===== config.mk =====
export PLATFORM = sky130hd
export DESIGN_NAME = spectrum_vga_buffer_flat
export DESIGN_NICKNAME = d
export VERILOG_FILES = /design/src/rtl/spectrum_vga_buffer_if.sv /design/src/rtl/spectrum_vga_buffer.sv /design/src/flat_wrapper.sv
export SDC_FILE = /design/constraint.sdc
export NUM_CORES = 1
export LEC_CHECK = 0
export ABC_AREA = 0
export BUFFER_PORTS_ARGS = -buffer_cell sky130_fd_sc_hd__clkbuf_2
export CORE_MARGIN = 2
export CORE_UTILIZATION = 60
export DETAILED_ROUTE_END_ITERATION = 16
export PLACE_DENSITY_LB_ADDON = 0.2
export SETUP_SLACK_MARGIN = 0.05
export SYNTH_ARGS = -nofsm -noshare
export SYNTH_HDL_FRONTEND = slang
export SYNTH_SLANG_ARGS = --single-unit

===== constraint.sdc =====
create_clock -name clk -period 3.3 [get_ports clk]
set_input_delay 0.33 -clock clk [delete_from_list [all_inputs] [get_ports clk]]
set_output_delay 0.33 -clock clk [all_outputs]
set_load 0.05 [all_outputs]

===== src/rtl/spectrum_vga_buffer_if.sv =====
// Bin-write / VGA-read bus for spectrum_vga_buffer. The master side is the
// spectrum producer plus the VGA controller; the slave side is the buffer.
interface spectrum_vga_buffer_if #(
  parameter int unsigned MAG_W = 24
);
  logic             bin_valid_i;
  logic [3:0]       bin_idx_i;
  logic [MAG_W-1:0] bin_mag_i;
  logic             bin_last_i;
  logic             display_start_o;
  logic             vga_buff_reading_i;
  logic [3:0]       vga_buff_radd_a_i;
  logic [3:0]       vga_buff_radd_b_i;
  logic [15:0]      vga_buff_rdata_a_o;
  logic [15:0]      vga_buff_rdata_b_o;
  logic [7:0]       frame_drop_cnt_o;
  logic             bank_sel_o;

  modport master (
    output bin_valid_i, bin_idx_i, bin_mag_i, bin_last_i,
    output vga_buff_reading_i, vga_buff_radd_a_i, vga_buff_radd_b_i,
    input  display_start_o, vga_buff_rdata_a_o, vga_buff_rdata_b_o,
    input  frame_drop_cnt_o, bank_sel_o
  );

  modport slave (
    input  bin_valid_i, bin_idx_i, bin_mag_i, bin_last_i,
    input  vga_buff_reading_i, vga_buff_radd_a_i, vga_buff_radd_b_i,
    output display_start_o, vga_buff_rdata_a_o, vga_buff_rdata_b_o,
    output frame_drop_cnt_o, bank_sel_o
  );
endinterface


===== src/rtl/spectrum_vga_buffer.sv =====
// Ping-pong 16-bin spectrum buffer between an FFT magnitude stream and a VGA
// reader. Define SPECTRUM_PEAK_HOLD_EN to enable per-bin peak hold with decay.
module spectrum_vga_buffer #(
  parameter int unsigned MAG_W      = 24,
  parameter int unsigned MAG_SHIFT  = 14,
  parameter int unsigned DECAY_STEP = 16
) (
  input logic                clk,
  input logic                rst,
  spectrum_vga_buffer_if.slave bus
);

  typedef enum logic [1:0] {EMPTY, PENDING, READING} state_t;

  state_t      state;
  logic        write_full;
  logic        display_start;
  logic        bank_sel;
  logic [7:0]  drop_cnt;
  logic        frame_done;
  logic [MAG_W-1:0] mag_shifted;
  logic [9:0]  scaled;
  logic [9:0]  stored;
  logic [15:0] mem [2][16];
  logic [15:0] rd_a1, rd_b1, rd_a2, rd_b2;

  assign frame_done  = bus.bin_valid_i & bus.bin_last_i;
  assign mag_shifted = bus.bin_mag_i >> MAG_SHIFT;

  always_comb begin
    scaled = mag_shifted[9:0];
    if (mag_shifted > MAG_W'(1023)) scaled = 10'd1023;
  end

`ifdef SPECTRUM_PEAK_HOLD_EN
  logic [9:0] peak [16];
  logic [9:0] decayed;

  always_comb begin
    decayed = '0;
    if (peak[bus.bin_idx_i] >= 10'(DECAY_STEP))
      decayed = peak[bus.bin_idx_i] - 10'(DECAY_STEP);
    stored = (scaled > decayed) ? scaled : decayed;
  end

  always_ff @(posedge clk or posedge rst) begin
    if (rst) begin
      for (int unsigned i = 0; i < 16; i++) peak[i] <= '0;
    end else if (bus.bin_valid_i) begin
      peak[bus.bin_idx_i] <= stored;
    end
  end
`else
  assign stored = scaled;
`endif

  // The write bank is always the one not selected for reading; a swap in the
  // same cycle still sees the old bank_sel, so the write lands pre-swap.
  always_ff @(posedge clk) begin
    if (bus.bin_valid_i) mem[~bank_sel][bus.bin_idx_i] <= {6'b0, stored};
  end

  always_ff @(posedge clk or posedge rst) begin
    if (rst) begin
      rd_a1 <= '0;
      rd_b1 <= '0;
      rd_a2 <= '0;
      rd_b2 <= '0;
    end else begin
      rd_a1 <= mem[bank_sel][bus.vga_buff_radd_a_i];
      rd_b1 <= mem[bank_sel][bus.vga_buff_radd_b_i];
      rd_a2 <= rd_a1;
      rd_b2 <= rd_b1;
    end
  end

  always_ff @(posedge clk or posedge rst) begin
    if (rst) begin
      state         <= EMPTY;
      write_full    <= 1'b0;
      display_start <= 1'b0;
      bank_sel      <= 1'b0;
      drop_cnt      <= '0;
    end else begin
      if (frame_done && write_full && drop_cnt != 8'hFF)
        drop_cnt <= drop_cnt + 8'd1;
      case (state)
        EMPTY: begin
          if (frame_done) begin
            bank_sel      <= ~bank_sel;
            display_start <= 1'b1;
            state         <= PENDING;
          end
        end
        PENDING: begin
          if (frame_done) write_full <= 1'b1;
          if (bus.vga_buff_reading_i) begin
            display_start <= 1'b0;
            state         <= READING;
          end
        end
        READING: begin
          if (!bus.vga_buff_reading_i) begin
            if (write_full || frame_done) begin
              bank_sel      <= ~bank_sel;
              write_full    <= 1'b0;
              display_start <= 1'b1;
              state         <= PENDING;
            end else begin
              state <= EMPTY;
            end
          end else if (frame_done) begin
            write_full <= 1'b1;
          end
        end
        default: state <= EMPTY;
      endcase
    end
  end

  assign bus.display_start_o    = display_start;
  assign bus.bank_sel_o         = bank_sel;
  assign bus.frame_drop_cnt_o   = drop_cnt;
  assign bus.vga_buff_rdata_a_o = rd_a2;
  assign bus.vga_buff_rdata_b_o = rd_b2;

endmodule


===== src/flat_wrapper.sv =====
// flat-port wrapper written by rule: the top's interface ports become plain ports
module spectrum_vga_buffer_flat 
#(
  parameter int unsigned MAG_W      = 24,
  parameter int unsigned MAG_SHIFT  = 14,
  parameter int unsigned DECAY_STEP = 16
)
  (clk, rst, bus_bin_valid_i, bus_bin_idx_i, bus_bin_mag_i, bus_bin_last_i, bus_vga_buff_reading_i, bus_vga_buff_radd_a_i, bus_vga_buff_radd_b_i, bus_display_start_o, bus_vga_buff_rdata_a_o, bus_vga_buff_rdata_b_o, bus_frame_drop_cnt_o, bus_bank_sel_o);
  spectrum_vga_buffer_if #(.MAG_W(MAG_W)) bus_i ();
  input logic clk;
  input logic rst;
  input wire logic [$bits(bus_i.bin_valid_i)-1:0] bus_bin_valid_i;
  input wire logic [$bits(bus_i.bin_idx_i)-1:0] bus_bin_idx_i;
  input wire logic [$bits(bus_i.bin_mag_i)-1:0] bus_bin_mag_i;
  input wire logic [$bits(bus_i.bin_last_i)-1:0] bus_bin_last_i;
  input wire logic [$bits(bus_i.vga_buff_reading_i)-1:0] bus_vga_buff_reading_i;
  input wire logic [$bits(bus_i.vga_buff_radd_a_i)-1:0] bus_vga_buff_radd_a_i;
  input wire logic [$bits(bus_i.vga_buff_radd_b_i)-1:0] bus_vga_buff_radd_b_i;
  output wire logic [$bits(bus_i.display_start_o)-1:0] bus_display_start_o;
  output wire logic [$bits(bus_i.vga_buff_rdata_a_o)-1:0] bus_vga_buff_rdata_a_o;
  output wire logic [$bits(bus_i.vga_buff_rdata_b_o)-1:0] bus_vga_buff_rdata_b_o;
  output wire logic [$bits(bus_i.frame_drop_cnt_o)-1:0] bus_frame_drop_cnt_o;
  output wire logic [$bits(bus_i.bank_sel_o)-1:0] bus_bank_sel_o;
  assign bus_i.bin_valid_i = bus_bin_valid_i;
  assign bus_i.bin_idx_i = bus_bin_idx_i;
  assign bus_i.bin_mag_i = bus_bin_mag_i;
  assign bus_i.bin_last_i = bus_bin_last_i;
  assign bus_i.vga_buff_reading_i = bus_vga_buff_reading_i;
  assign bus_i.vga_buff_radd_a_i = bus_vga_buff_radd_a_i;
  assign bus_i.vga_buff_radd_b_i = bus_vga_buff_radd_b_i;
  assign bus_display_start_o = bus_i.display_start_o;
  assign bus_vga_buff_rdata_a_o = bus_i.vga_buff_rdata_a_o;
  assign bus_vga_buff_rdata_b_o = bus_i.vga_buff_rdata_b_o;
  assign bus_frame_drop_cnt_o = bus_i.frame_drop_cnt_o;
  assign bus_bank_sel_o = bus_i.bank_sel_o;
  spectrum_vga_buffer #(.MAG_W(MAG_W), .MAG_SHIFT(MAG_SHIFT), .DECAY_STEP(DECAY_STEP)) u_core (.clk(clk), .rst(rst), .bus(bus_i));
endmodule

Word-level counts from Yosys, hierarchy flattened
Memory sizes are Yosys's and may differ from the RTL's.
Index checks and enable logic that the tools add are counted.

operators by class
  magnitude comparators = 5
  bitwise gates (word level) = 5
  reduce and logical (&&, ||, !) cells = 12
  equal/unequal tests = 8
  add/subtract/negate cells = 1
  mux-type cells = 29

operators with widths
  kind                    count
  $mux W256               1
  $bmux W16 S4            2
  $mux W16                5
  $demux W16 S4           1
  $ge A5 B5 Y1 const B    3
  $not A4 Y5              3
  $mux W1                 12
  $gt A10 B10 Y1 const B  1
  $mux W10                1
  $add A8 B1 Y8 const B   1
  $ne A8 B8 Y1 const B    1
  $mux W2                 3
  $pmux W2 S3             1
  $lt A5 B1 Y1 const B    1
  $reduce_and A5 Y1       1
  $ne A2 B1 Y1 const B    2
  $ne A2 B2 Y1 const B    2
  $pmux W1 S2             2
  $reduce_and A4 Y1       1
  $reduce_bool A2 Y1      2
  $logic_and A1 B1 Y1     3
  $ne A3 B2 Y1 const B    1
  $pmux W1 S3             1
  $reduce_and A3 Y1       1
  8 further kinds         8

storage, ports and cells
  memories = 1
  flip-flop bits (word level) = 77
  RAM bits = 320
  input port bits = 41
  output and inout bits = 42
  logic and storage cells = 70

memory list
  memory      words  width  read ports  clocked after memory_dff  wr ports  RTL line                   RTL
  u_core.mem  2      160    1           0                         1         spectrum_vga_buffer.sv:24  logic [15:0] mem [2][16];

Depth between registers and ports, before layout
Gate-level depths: netlist of the first run.

  depth in word-level cells = 6
  mapped depth = 9
  depth with buffers taken out = 6

Worst setup path after synthesis of the first run
OpenSTA, ideal clock, no wires.

  kind = register to register
  start = register u_core.bank_sel, in the netlist u_core.bus.bank_sel_o
  end = memory u_core.mem[0][30] (netlist bit) (enable)
  arrival = 2429 ps
  data required time = 2910 ps
  setup slack = 481 ps
  buffers on the path = 4
  period minus slack after synthesis = 2819 ps
  setup time = 390 ps
  stages on the path, launching flop included = 7
  cells stage by stage = dfrtp_1 > buf_6 > buf_6 > buf_6 > buf_2 > nand4_1 > nor3_1

on the way
  word-level cells in the longest chain between the ends = 1

RTL lines
  element                   RTL line                    RTL
  start: declaration        spectrum_vga_buffer.sv:18   logic bank_sel;
  start signal: assignment  spectrum_vga_buffer.sv:90   bank_sel <= ~bank_sel;
  start signal: assignment  spectrum_vga_buffer.sv:105  bank_sel <= ~bank_sel;
  $not A1 Y1                spectrum_vga_buffer.sv:60   if (bus.bin_valid_i) mem[~bank_sel][bus.bin_idx_i] <= {6'b0, stored};
  end: declaration          spectrum_vga_buffer.sv:24

No other way between the ends.

Final worst setup path of the first run
  start = register u_core.bank_sel, in the netlist u_core.bus.bank_sel_o
  end = register u_core.rd_b1[3]

on the way
  word-level cells in the longest chain between the ends = 4

RTL lines
  element                                       RTL line                   RTL
  $mem_v2 Z2 W160                               n/a
  $bmux W16 S4                                  spectrum_vga_buffer.sv:71  rd_b1 <= mem[bank_sel][bus.vga_buff_radd_b_i];
  $mux W16 (implied by the code) (2 in series)  spectrum_vga_buffer.sv:71
  end signal: assignment                        spectrum_vga_buffer.sv:71
  end: declaration                              spectrum_vga_buffer.sv:25  logic [15:0] rd_a1, rd_b1, rd_a2, rd_b2;

No other way between the ends. The select of a mux whose other input is x is not followed.
A chain may end at the register's enable or synchronous reset.

==> results of run 1 <==
kinds of logic (layout without fill, tap and decap cells):
group,after synthesis,after routing,synth area share [%]
AND/OR/NAND/NOR,144,144,4.41
buffers and inverters,98,183,3.42
adder cells (fa/ha/maj),6,6,0.443
multiplexers,255,255,21.8
other,1,12,0.0221
flip-flops,373,373,64.5
XOR/XNOR,8,8,0.413
AO/OA/AOI/OAI,114,114,4.95
worst max path at each step:
stage | start | to | slack, ps | cells past startpoint
global route | u_core.bus.bank_sel_o$_DFFE_PP0P_ | u_core.rd_a1[3]$_DFF_PP0_ | 680 | 4
finish | u_core.bus.bank_sel_o$_DFFE_PP0P_ | u_core.rd_b1[3]$_DFF_PP0_ | 750 | 4
CTS | u_core.bus.bank_sel_o$_DFFE_PP0P_ | u_core.mem[0][138]$_DFFE_PP_ | 790 | 4
global placement | u_core.bus.bank_sel_o$_DFFE_PP0P_ | u_core.rd_a1[3]$_DFF_PP0_ | 870 | 4
detailed placement | u_core.bus.bank_sel_o$_DFFE_PP0P_ | u_core.mem[0][134]$_DFFE_PP_ | 810 | 4
floorplan | u_core.bus.bank_sel_o$_DFFE_PP0P_ | u_core.mem[0][30]$_DFFE_PP_ | 480 | 6
where the power goes:
part	internal (uW)	switching, uW
sequential	5410	226
clock	2600	1710
combinational	1140	1690
total	9140	3630
routing by layer:
metal	up-vias	track usage, %	wire length, um	share of wire [%]
met5	-	0	10	0.026
li1	4162	-	-	-
met2	456	44.0	18700	48
met1	4990	38.0	15700	40
met3	75	5.86	3570	9.2
met4	2	7.38	889	2.3
final cells by class:
type                            instances  area (um2)  share of cell area (%)
Clock buffer                           52        1080                    5.70
Inverter                                7        26.3                   0.139
Timing Repair Buffer                  108         733                    3.88
Clock inverter                         16         179                   0.946
Tap cell                              378         473                    2.50
Multi-Input combinational cell        539        5480                    29.0
Sequential cell                       373       10900                    57.9
registers in the layout, indices dropped and copies added (netlist names):
signal                         count
u_core.mem                       320
u_core.bus.vga_buff_rdata_a_o     10
u_core.bus.vga_buff_rdata_b_o     10
u_core.rd_a1                      10
u_core.rd_b1                      10
u_core.bus.frame_drop_cnt_o        8
u_core.state                       2
u_core.bus.bank_sel_o              1
u_core.bus.display_start_o         1
u_core.write_full                  1
Yosys cell counts, drive strengths merged, types with 2 or more instances:
master  number  area share, %
edfxtp     320             57
mux2i      166            9.8
a22oi       96            4.3
mux4        86             12
buf         62            2.6
dfrtp       53            7.8
nor2        40           0.89
nand3       38            1.1
clkbuf      29           0.65
nand4       16           0.59
nor2b       12           0.44
and2         8           0.30
nand2        8           0.18
inv          7           0.16
a21oi        6           0.18
ha           6           0.44
nor3         6           0.18
nand3b       5           0.22
xor2         5           0.26
o21a         4           0.18
mux2         3           0.20
xnor2        3           0.16
a22o         2           0.10
and3b        2           0.10
nand2b       2          0.074
nor3b        2          0.089
o21ai        2          0.059
or3b         2           0.10
per-stage QoR:
step	util [%]	cell area [um2]	hold slack (ps)
5_1_grt	68.1	18900	142
6_report	68.1	18900	62.7
3_3_place_gp	63.5	17700	335
4_1_cts	68.1	18900	112
3_5_place_dp	63.5	17700	335
2_1_floorplan	-	17000	331
==> key figures, run 1 <==
Clock network
  – Clk_lat worst skew: between 500 and 600 ps
  – CTS tree: built
  – Inserted Clock Buffers: 39
  – Htree depth: 2
  – Clock Sinks: 373
  – Clock transition at path regs: 70 ps
  – Setup Fix Bufs, Post-CTS: 0
  – Max Root-Sink Buffers: 3
  – Root buffer cell: clkbuf_16
  – Post-cts sizing count: 0
  – Cts hold-fix bufs: 0

Floorplanning
  – Initial Utilization: 61.0%
  – Die Ht: ~170 um
  – Number of cell rows: between 60 and 70
  – Core footprint: around 28000 um2
  – Die W: ~170 um
  – IO Count: slightly above 80
  – Die Footprint: between 20000 and 30000 um2

Timing
  – Max Clk Rate: between 300 and 400 MHz
  – Unrepaired setup endpoints after global routing: no
  – Final Skew: 16.3 ps
  – Crit path time final: around 2600 ps
  – Final setup margin: 750 ps
  – Setup TNS: 0 ps
  – Least-Margin Pin Slew: 1100 ps
  – Rel. slew slack: between 20% and 30%
  – Final setup violation count: 0
  – Fin crit share: between 70 and 80%
  – Pins Over Slew Limit: 0
  – Fin. Hold Viols: 0

Setup path
  – Slowest CP cell: dfrtp_4
  – Crit Path Max Fanout: 34
  – Critical path endpoint category: register
  – CP Launch Type: register
  – Reg2reg start: u_core.bus.bank_sel_o$_DFFE_PP0P_
  – Delay-heaviest family, CP: flip-flops
  – WP data required: 3660 ps
  – Worst-case reg-to-reg path depth: 4
  – R2R Setup Slk: around 750 ps
  – Ordered cell list for the critical path: buf_12 -> mux4_2 -> a22oi_1 -> nand4_1
  – RR Endpoint: u_core.rd_b1[3]$_DFF_PP0_
  – CP max stage delay: between 700 and 800 ps
  – Kind of critical path: register to register
  – Arr. time, crit path: ~2900 ps
  – Worst Path Buf+Inv: 1

Global route
  – Vias in the first global route: about 9700
  – Gr ovfl total: 0
  – First-pass GRT wire length: ~58000 um
  – Antenna violations before repair: 1
  – Total global-route track usage: 27.2%
  – Largest net degree at the start of global routing: 65

Finish
  – Area growth syn-to-layout: 11.5%
  – Most common cell after layout, fill and taps aside: edfxtp_1
  – Ant. Diodes: 0
  – Finished Layout Cells: between 1000 and 1500
  – Most frequent cells in the layout: 320 x edfxtp_1, 166 x mux2i_1, 96 x a22oi_1
  – Share of post-route cells with drive strength above 1: a little over a fifth
  – Fin nets: approximately 1100
  – Layout fillers: approximately 1900

Yosys
  – Mapped Area: 17000 um2
  – Syn Area/Cell: 17.0 um2
  – FF+latch count, synth: between 300 and 400
  – Post-synth EDFFs: between 300 and 400
  – Post-synth ARST share: between 10 and 15%
  – Sequential area share after synthesis: 64.5%
  – Post-synth cell types: 44
  – Ys Warns: 0
  – Mapped Cells: about 1000
  – Synth Flop Type: edfxtp_1

Drt
  – Detail Route Antenna Nets: 0
  – Pre-antenna DRT Iters: 6
  – DRC Markers: 0
  – Vias: just under 10000
  – Via density: approximately 6.6
  – 1st-iter DRT viols: around 1000
  – Routed len/inst: about 26 um
  – Routed wire length: slightly below 40000 um

Hold path
  – Hold Path Class: input pin to asynchronous set/reset pin

Placed design
  – Placed insts: between 1000 and 1500
  – GPL Wtd Cong: about 0.86
  – DP Wirelength: ~25000 um
  – Port bufs: 56
  – Pre-CTS setup slack: ~810 ps

Power
  – Overall power: about 13000 uW
  – Max VDD drop: ~0.00048 V
  – Cell Pwr Density: just under 700 nW/um2
  – Cell leakage power: 0.00685 uW

Flow run
  – Max cap viols: 0

Outcome
  – Status: completed
Power figures use the tool's default switching activity.
==> inputs of run 2 (changes only) <==
==> constraint.sdc (replaced) <==
create_clock -name clk -period 2.4 [get_ports clk]
set_input_delay 0.24 -clock clk [delete_from_list [all_inputs] [get_ports clk]]
set_output_delay 0.24 -clock clk [all_outputs]
set_load 0.05 [all_outputs]
==> key figures, run 2 (synthesis results as in run 1) <==
Setup path
  – Critical path endpoint category: register
  – Reg2reg start: u_core.bus.bank_sel_o$_DFFE_PP0P_
  – Worst Setup SP: u_core.bus.bank_sel_o$_DFFE_PP0P_
  – R2R Setup Slk: around 130 ps
  – Arr. time, crit path: between 2000 and 2500 ps
  – Slowest CP cell: or3b_2
  – CP Launch Type: register
  – RR Endpoint: u_core.mem[1][89]$_DFFE_PP_
  – Crit Path Max Fanout: 10
  – Worst-case reg-to-reg path depth: 4
  – CP max stage delay: ~600 ps
  – Ordered cell list for the critical path: buf_12 -> buf_4 -> or3b_2 -> nor2_4
  – Kind of critical path: register to register
  – WP data required: between 2000 and 3000 ps

Drt
  – 1st-iter DRT viols: ~1200
  – DRC Markers: 0
  – Via density: 6.56
  – Detail Route Antenna Nets: 0
  – Routed len/inst: between 20 and 30 um
  – Pre-antenna DRT Iters: 7
  – Routed wire length: around 40000 um
  – Vias: approximately 10000

Clock network
  – Root buffer cell: clkbuf_16
  – Max Root-Sink Buffers: 3
  – CTS tree: built
  – Inserted Clock Buffers: 39
  – Htree depth: 2
  – Clock transition at path regs: 60 ps
  – Clock Sinks: 373
  – Clk_lat worst skew: 530 ps

Finish
  – Area growth syn-to-layout: 13.5%
  – Largest Register: u_core.mem
  – Most common cell after layout, fill and taps aside: edfxtp_1
  – Post-route cell area: around 19000 um2
  – Max reg flops: between 300 and 400
  – Ant. Diodes: 0
  – Fin nets: 1141
  – Most frequent cells in the layout: 320 x edfxtp_1, 166 x mux2i_1, 95 x a22oi_1
  – Share of post-route cells with drive strength above 1: about a quarter

Placed design
  – DP Area: approximately 18000 um2
  – GPL Wtd Cong: about 0.8
  – Pre-CTS setup slack: approximately 52 ps
  – Port bufs: 56
  – DP Wirelength: ~27000 um

Flow run
  – Max cap viols: 0

Timing
  – Pins Over Slew Limit: 0
  – Final Skew: roughly 11 ps
  – Fin. Hold Viols: 0
  – Rel. slew slack: between 30% and 40%
  – Max Clk Rate: roughly 440 MHz
  – Final setup margin: 134 ps
  – Fin crit share: a little over nine tenths
  – Least-Margin Pin Slew: 1010 ps
  – Final setup violation count: 0
  – Crit path time final: approximately 2300 ps
  – Unrepaired setup endpoints after global routing: no

Floorplanning
  – IO Count: between 80 and 90
  – Die W: 172 um
  – Core footprint: approximately 28000 um2
  – Die Ht: around 170 um
  – Number of cell rows: approximately 60
  – Initial Utilization: between 60% and 70%
  – Die Footprint: ~30000 um2

Global route
  – Gr ovfl total: 0
  – Largest net degree at the start of global routing: 74
  – Total global-route track usage: 28.5%
  – First-pass GRT wire length: just over 60000 um
  – Vias in the first global route: approximately 10000
  – Antenna violations before repair: 0

Hold path
  – Critical hold path startpoint: bus_bin_last_i
  – Hold depth: 3
  – Hold Path End: u_core.write_full$_DFFE_PP0P_
  – Hold Path Class: input pin to register

Power
  – Max VDD drop: about 0.00066 V
  – Cell Pwr Density: 925 nW/um2
  – Cell leakage power: 0.00701 uW

Outcome
  – Status: completed
-- run 2: critical path: cells and delay by family, from the launching register on --
kind / cells / cell delay [ps]
AND/OR/NAND/NOR: 2 / 1020
flip-flops: 1 / 550
buffers and inverters: 2 / 330
-- run 2: worst max-delay path by stage --
stage,end,slack [ps],cells after the start
6_report,u_core.mem[1][89]$_DFFE_PP_,130,4
5_1_grt,u_core.mem[1][88]$_DFFE_PP_,110,4
4_1_cts,u_core.rd_a1[3]$_DFF_PP0_,130,5
3_5_place_dp,u_core.rd_b1[3]$_DFF_PP0_,50,5
3_3_place_gp,u_core.rd_b1[3]$_DFF_PP0_,90,5
2_1_floorplan,u_core.mem[0][120]$_DFFE_PP_,-50,6
-- run 2: layer usage --
layer / routed length, um / share of wire (%) / track usage, % / vias to the layer above
met2: 19500 / 48 / 45.7 / 511
li1: - / - / - / 4226
met3: 3710 / 9.1 / 5.65 / 83
met1: 16200 / 40 / 40.0 / 5030
met5: 0 / 0 / 0 / -
met4: 1170 / 2.9 / 9.28 / 0
-- run 2: through the flow --
| stage | total power (uW) | hold slack [ps] | std cells | util, % | TNS [ps] |
|---|---|---|---|---|---|
| after CTS | 17800 | 73.2 | 1498 | 69.1 | 0 |
| after floorplan | 10800 | 331 | 1010 | - | -3760 |
| after global placement | 11900 | 333 | 1427 | 64.5 | 0 |
| after global routing | 18500 | 139 | 1501 | 69.3 | 0 |
| after detailed placement | 12000 | 335 | 1427 | 64.5 | 0 |
| final | 17800 | 86.4 | 1501 | 69.3 | 0 |
-- run 2: timing repair --
action / in CTS / in global routing
buffers inserted: 0 / 3
endpoints found under the hold margin: 28 / 0
resized for setup: 1 / 1
hold buffers: 1 / 0
endpoints found under the setup margin: 1 / 4
-- run 2: power breakdown --
group / internal (uW) / total [uW] / leakage, uW / switching, uW
clock: 3510 / 5880 / 0.000625 / 2370
sequential: 7440 / 7670 / 0.00351 / 234
combinational: 1760 / 4250 / 0.00288 / 2490
-- run 2: cell type report --
type,count,area (um2)
tap,378,473
timing repair buffer,134,997
fill,1895,8530
inverter,7,26.3
multi-input combinational,539,5550
clock inverter,17,134
clock buffer,53,1130
sequential,373,10900
